<file path="src/rtl/rr_arbiter4.sv">
// Four-way round-robin arbiter with registered one-hot grant, {x,y,V} owner
// encoding, and an optional hold timeout that reclaims a stuck grant.
module rr_arbiter4 #(
    parameter int unsigned MAX_HOLD = 8,
    parameter int unsigned CW       = 4
) (
    input  logic       clk,
    input  logic       rst,
    input  logic [3:0] D,
    input  logic       done,
    output logic [3:0] grant,
    output logic       x,
    output logic       y,
    output logic       V,
    output logic       timeout
);

    localparam bit             TIMEOUT_EN = (MAX_HOLD != 0);
    localparam logic [CW-1:0]  HOLD_LAST  = CW'((MAX_HOLD == 0) ? 0 : MAX_HOLD - 1);
    localparam logic [CW-1:0]  CNT_MAX    = '1;

    typedef enum logic [1:0] {
        IDLE = 2'd0,
        BUSY = 2'd1,
        GAP  = 2'd2
    } state_t;

    state_t        state;
    logic [1:0]    ptr;
    logic [CW-1:0] cnt;
    logic [1:0]    pick;
    logic          found;

    // First requester in rotating order ptr-1, ptr-2, ptr-3, ptr (mod 4).
    always_comb begin
        pick  = 2'd0;
        found = 1'b0;
        for (int i = 1; i <= 4; i++) begin
            logic [1:0] idx;
            idx = 2'(ptr - 2'(i));
            if (!found && D[idx]) begin
                pick  = idx;
                found = 1'b1;
            end
        end
    end

    // Arbitration FSM; all outputs registered, reset drops the grant at once.
    always_ff @(posedge clk or posedge rst) begin
        if (rst) begin
            state   <= IDLE;
            grant   <= 4'b0000;
            x       <= 1'b0;
            y       <= 1'b0;
            V       <= 1'b0;
            timeout <= 1'b0;
            ptr     <= 2'd0;
            cnt     <= '0;
        end else begin
            timeout <= 1'b0;
            case (state)
                IDLE: begin
                    if (found) begin
                        grant <= 4'(4'b0001 << pick);
                        x     <= pick[1];
                        y     <= pick[0];
                        V     <= 1'b1;
                        ptr   <= pick;
                        cnt   <= '0;
                        state <= BUSY;
                    end
                end
                BUSY: begin
                    if (done || !D[ptr]) begin
                        grant <= 4'b0000;
                        x     <= 1'b0;
                        y     <= 1'b0;
                        V     <= 1'b0;
                        state <= GAP;
                    end else if (TIMEOUT_EN && (cnt == HOLD_LAST)) begin
                        grant   <= 4'b0000;
                        x       <= 1'b0;
                        y       <= 1'b0;
                        V       <= 1'b0;
                        timeout <= 1'b1;
                        state   <= GAP;
                    end else if (cnt != CNT_MAX) begin
                        cnt <= cnt + CW'(1);
                    end
                end
                GAP: begin
                    state <= IDLE;
                end
                default: begin
                    state <= IDLE;
                end
            endcase
        end
    end

endmodule

</file>
<file path="config.mk">
export PLATFORM = sky130hd
export DESIGN_NAME = rr_arbiter4
export DESIGN_NICKNAME = d
export VERILOG_FILES = /design/src/rtl/rr_arbiter4.sv
export SDC_FILE = /design/constraint.sdc
export NUM_CORES = 1
export LEC_CHECK = 0
export CORE_ASPECT_RATIO = 0.6
export CORE_UTILIZATION = 35
export CTS_CLUSTER_SIZE = 30
export DETAILED_ROUTE_END_ITERATION = 8
export HOLD_SLACK_MARGIN = 0.08
export SYNTH_ARGS = -nofsm -noshare
export SYNTH_HDL_FRONTEND = slang
export SYNTH_SLANG_ARGS = --single-unit
</file>
<file path="constraint.sdc">
create_clock -name clk -period 2.26 [get_ports clk]
set_input_delay 0.452 -clock clk [delete_from_list [all_inputs] [get_ports clk]]
set_output_delay 0.452 -clock clk [all_outputs]
set_load 0.02 [all_outputs]
</file>
==> out/qor.yml <==
run_status: "completed"
peak_ir_drop_on_the_vdd_network_uv: 594
max_cap_violations: 0
finalWeightedCongestion: 0.709
crit_path_start_kind: "primary input"
final_nets: 115
floorplan.die.height_um: 39.3
top_level_ports: 15
drt_pre_antenna_iters: 4
maxSlewViolCount: 0
post_cts.resized_instances: 0
drt_iter0_drc: 64
synth_area_sq_um: 812
power.density_mw_per_mm2: 1270
clock-sinks: 16
cts_tree: "done"
largest_net_degree_at_the_start_of_global_routing: 17
vias_per_cell: 5.03
fraction_of_final_layout_cells_sized_beyond_drive_strength_1: 0.189
postCtsSetupRepairBufs: 0
critPathMaxFanout: 6
p_int_uw: 890
n_antenna_cell: 0
final.period_utilization: 0.957
timing.critical_path.slowest_stage_cell: "sky130_fd_sc_hd__mux4_2"
setup_viol: 0
hpwl_mm: 1.29
grt_first_pass_wirelength_mm: 2.93
max_clock_freq_ghz: 0.463
syn_to_final_growth_pct: 36.5
overflow: 0
timing.critical_path.slowest_cell_delay_ns: 0.50
relSlewSlack: 0.596
p_leak_nw: 0.548
ctsLongestPathBuffers: 2
finalClockSkew_ns: 0.00494
power.switching_fraction: 0.367
yosysSeqAreaShare: 0.493
num_rows: 13
via_count_of_the_first_global_routing_pass: 617
clkSlewWorstSetupHoldPaths_ns: 0.06
route.antenna.remaining_nets: 0
io_buffers: 14
worst-endpoint-required_ns: 2.40
seq_power_share: 0.336
route.detailed.drc: 0
rsz_0062_raised_after_global_routing: "no"
hold_buffers: 0
slew_at_the_pin_with_the_worst_max_slew_slack_ns: 0.605
ys.warnings.count: 0
clk-insertion-delay-late_ns: 0.25
fill_cells: 211
die_area_sq_mm: 0.00252
clock_power_share: 0.183
worst_ep_arrival_time_ns: 2.30
cells_traversed_along_the_worst_timing_path: "clkdlybuf4s50_1, mux4_2, nor2b_4, nor3b_2, a311o_2, a22o_1"
synth-seq-cells: 16
clock-root-buffer: "sky130_fd_sc_hd__clkbuf_8"
initial_core_util: 0.373
totalNegativeSetupSlack_ns: 0
type_of_the_worst_setup_path: "primary input to register"
finalHoldViolCount: 0
power_frac_comb: 0.481
synth.net_count: 87
cts_max_level: 1
antenna_found_initial: 0
timing.final.crit_period_ns: 2.16
worstHoldPathType: "register to register"
synth_area_per_cell_sq_um: 10.3
die_width_um: 64.2
critical_path.endpoint_type: "register"
routed_wl_mm: 1.78
synth_cells: 79
detailroute.via_count: 684
drt-wirelength-per-cell_um: 13.1
net-switching-power_uw: 515
ys_types: 32
final_core_util: 0.509
groute.usage.overall: 0.170
hold_slack_ns: 0.477
core_region_area_sq_mm: 0.00218
cts_buffers: 3
-- Yosys cell counts, drive strengths merged --
master | number | share of area
a21boi | 1 | 0.0092
a21o | 6 | 0.057
a21oi | 2 | 0.012
a221oi | 1 | 0.011
a22o | 2 | 0.022
a311o | 1 | 0.014
a31oi | 1 | 0.0077
a32o | 1 | 0.012
a41oi | 1 | 0.011
and2b | 1 | 0.0092
and3 | 1 | 0.0077
buf | 1 | 0.014
dfrtp | 16 | 0.49
ha | 1 | 0.015
inv | 5 | 0.023
mux2i | 1 | 0.012
mux4 | 1 | 0.028
nand2 | 8 | 0.037
nand2b | 2 | 0.015
nand4 | 1 | 0.0077
nor2 | 11 | 0.051
nor2b | 1 | 0.017
nor3 | 3 | 0.018
nor3b | 2 | 0.025
nor4 | 1 | 0.0077
o211a | 1 | 0.012
o21ai | 3 | 0.018
o221a | 1 | 0.014
o22ai | 1 | 0.0077
xor2 | 1 | 0.011
-- final timing paths --
check,endpoint,slack (ns),cells after the start,start
setup / recovery,grant[2]$_DFFE_PP0P_,0.1,6,D[3]
hold / removal,x$_DFFE_PP0P_,0.48,1,x$_DFFE_PP0P_
setup reg to reg,grant[2]$_DFFE_PP0P_,0.31,5,ptr[1]$_DFFE_PP0P_
hold reg to reg,x$_DFFE_PP0P_,0.48,1,x$_DFFE_PP0P_
min in group asynchronous,ptr[0]$_DFFE_PP0P_,0.56,2,rst
max in group asynchronous,state[1]$_DFFE_PP0P_,1.30,2,rst
-- flip-flops by register name, indices dropped and copies added, names as in the netlist --
| signal | flops |
|---|---|
| V | 1 |
| cnt | 4 |
| grant | 4 |
| ptr | 2 |
| state | 2 |
| timeout | 1 |
| x | 1 |
| y | 1 |
-- layout make-up --
class / count / area, sq um / share of cell area
inverters: 5 / 18.8 / 0.0169
multi-input cells: 57 / 382 / 0.344
repair buffers: 24 / 215 / 0.194
well taps: 30 / 37.5 / 0.0339
flip-flops and latches: 16 / 400 / 0.361
clock buffers: 4 / 55.1 / 0.0497
-- worst max-delay path: cells and delay by family --
family,cells,cell delay [ns]
buffers and inverters,1,0.43
AND/OR/NAND/NOR,2,0.31
multiplexers,1,0.50
AO/OA/AOI/OAI,2,0.62
-- per-layer routing --
metal / vias up / GRT usage / share of wire
met5: - / 0 / 0
met1: 317 / 0.229 / 0.53
li1: 342 / - / -
met4: 0 / 0.0833 / 0.019
met2: 20 / 0.226 / 0.38
met3: 5 / 0.0785 / 0.067
-- metrics by stage --
stage          worst slack (ns)  instances  power [mW]  area, sq um
4_1_cts                  0.0452        136        1.42         1110
6_report                 0.0981        136        1.41         1110
3_5_place_dp             -0.201        132        1.15         1050
2_1_floorplan             0.306         79       0.890          812
3_3_place_gp             -0.152        132        1.14         1050
5_1_grt                  0.0211        136        1.51         1110
-- cell usage in the layout, fill, tap and decap left out --
master                             n
sky130_fd_sc_hd__a21boi_0          1
sky130_fd_sc_hd__a21o_1            5
sky130_fd_sc_hd__a21o_2            1
sky130_fd_sc_hd__a21oi_1           2
sky130_fd_sc_hd__a221oi_1          1
sky130_fd_sc_hd__a22o_1            2
sky130_fd_sc_hd__a311o_2           1
sky130_fd_sc_hd__a31oi_1           1
sky130_fd_sc_hd__a32o_1            1
sky130_fd_sc_hd__a41oi_1           1
sky130_fd_sc_hd__and2b_1           1
sky130_fd_sc_hd__and3_1            1
sky130_fd_sc_hd__buf_4            10
sky130_fd_sc_hd__clkbuf_8          4
sky130_fd_sc_hd__clkdlybuf4s50_1  14
sky130_fd_sc_hd__dfrtp_1          16
sky130_fd_sc_hd__ha_1              1
sky130_fd_sc_hd__inv_1             5
sky130_fd_sc_hd__mux2i_1           1
sky130_fd_sc_hd__mux4_2            1
sky130_fd_sc_hd__nand2_1           8
sky130_fd_sc_hd__nand2b_1          2
sky130_fd_sc_hd__nand4_1           1
sky130_fd_sc_hd__nor2_1           11
sky130_fd_sc_hd__nor2b_4           1
sky130_fd_sc_hd__nor3_1            3
sky130_fd_sc_hd__nor3b_1           1
sky130_fd_sc_hd__nor3b_2           1
sky130_fd_sc_hd__nor4_1            1
sky130_fd_sc_hd__o211a_1           1
sky130_fd_sc_hd__o21ai_0           3
sky130_fd_sc_hd__o221a_2           1
sky130_fd_sc_hd__o22ai_1           1
sky130_fd_sc_hd__xor2_1            1
-- cell families (layout without fill, tap and decap cells) --
logic type	Yosys count	count (layout)	synth area share
and+or+nand+nor	31	31	0.196
AOI/OAI and AO/OA	22	22	0.208
DFF	16	16	0.493
buffers and inverters	6	33	0.0370
muxes	2	2	0.0401
adders and majority gates	1	1	0.0154
xor gates and xnor gates	1	1	0.0108
-- power groups by stage --
stage	clock network [mW]	registers (mW)	logic, mW
2_1_floorplan	0	0.521	0.369
5_1_grt	0.279	0.486	0.745
3_3_place_gp	0	0.477	0.667
3_5_place_dp	0	0.475	0.674
6_report	0.257	0.472	0.676
4_1_cts	0.266	0.471	0.682
(Power assumes the default switching activity.)
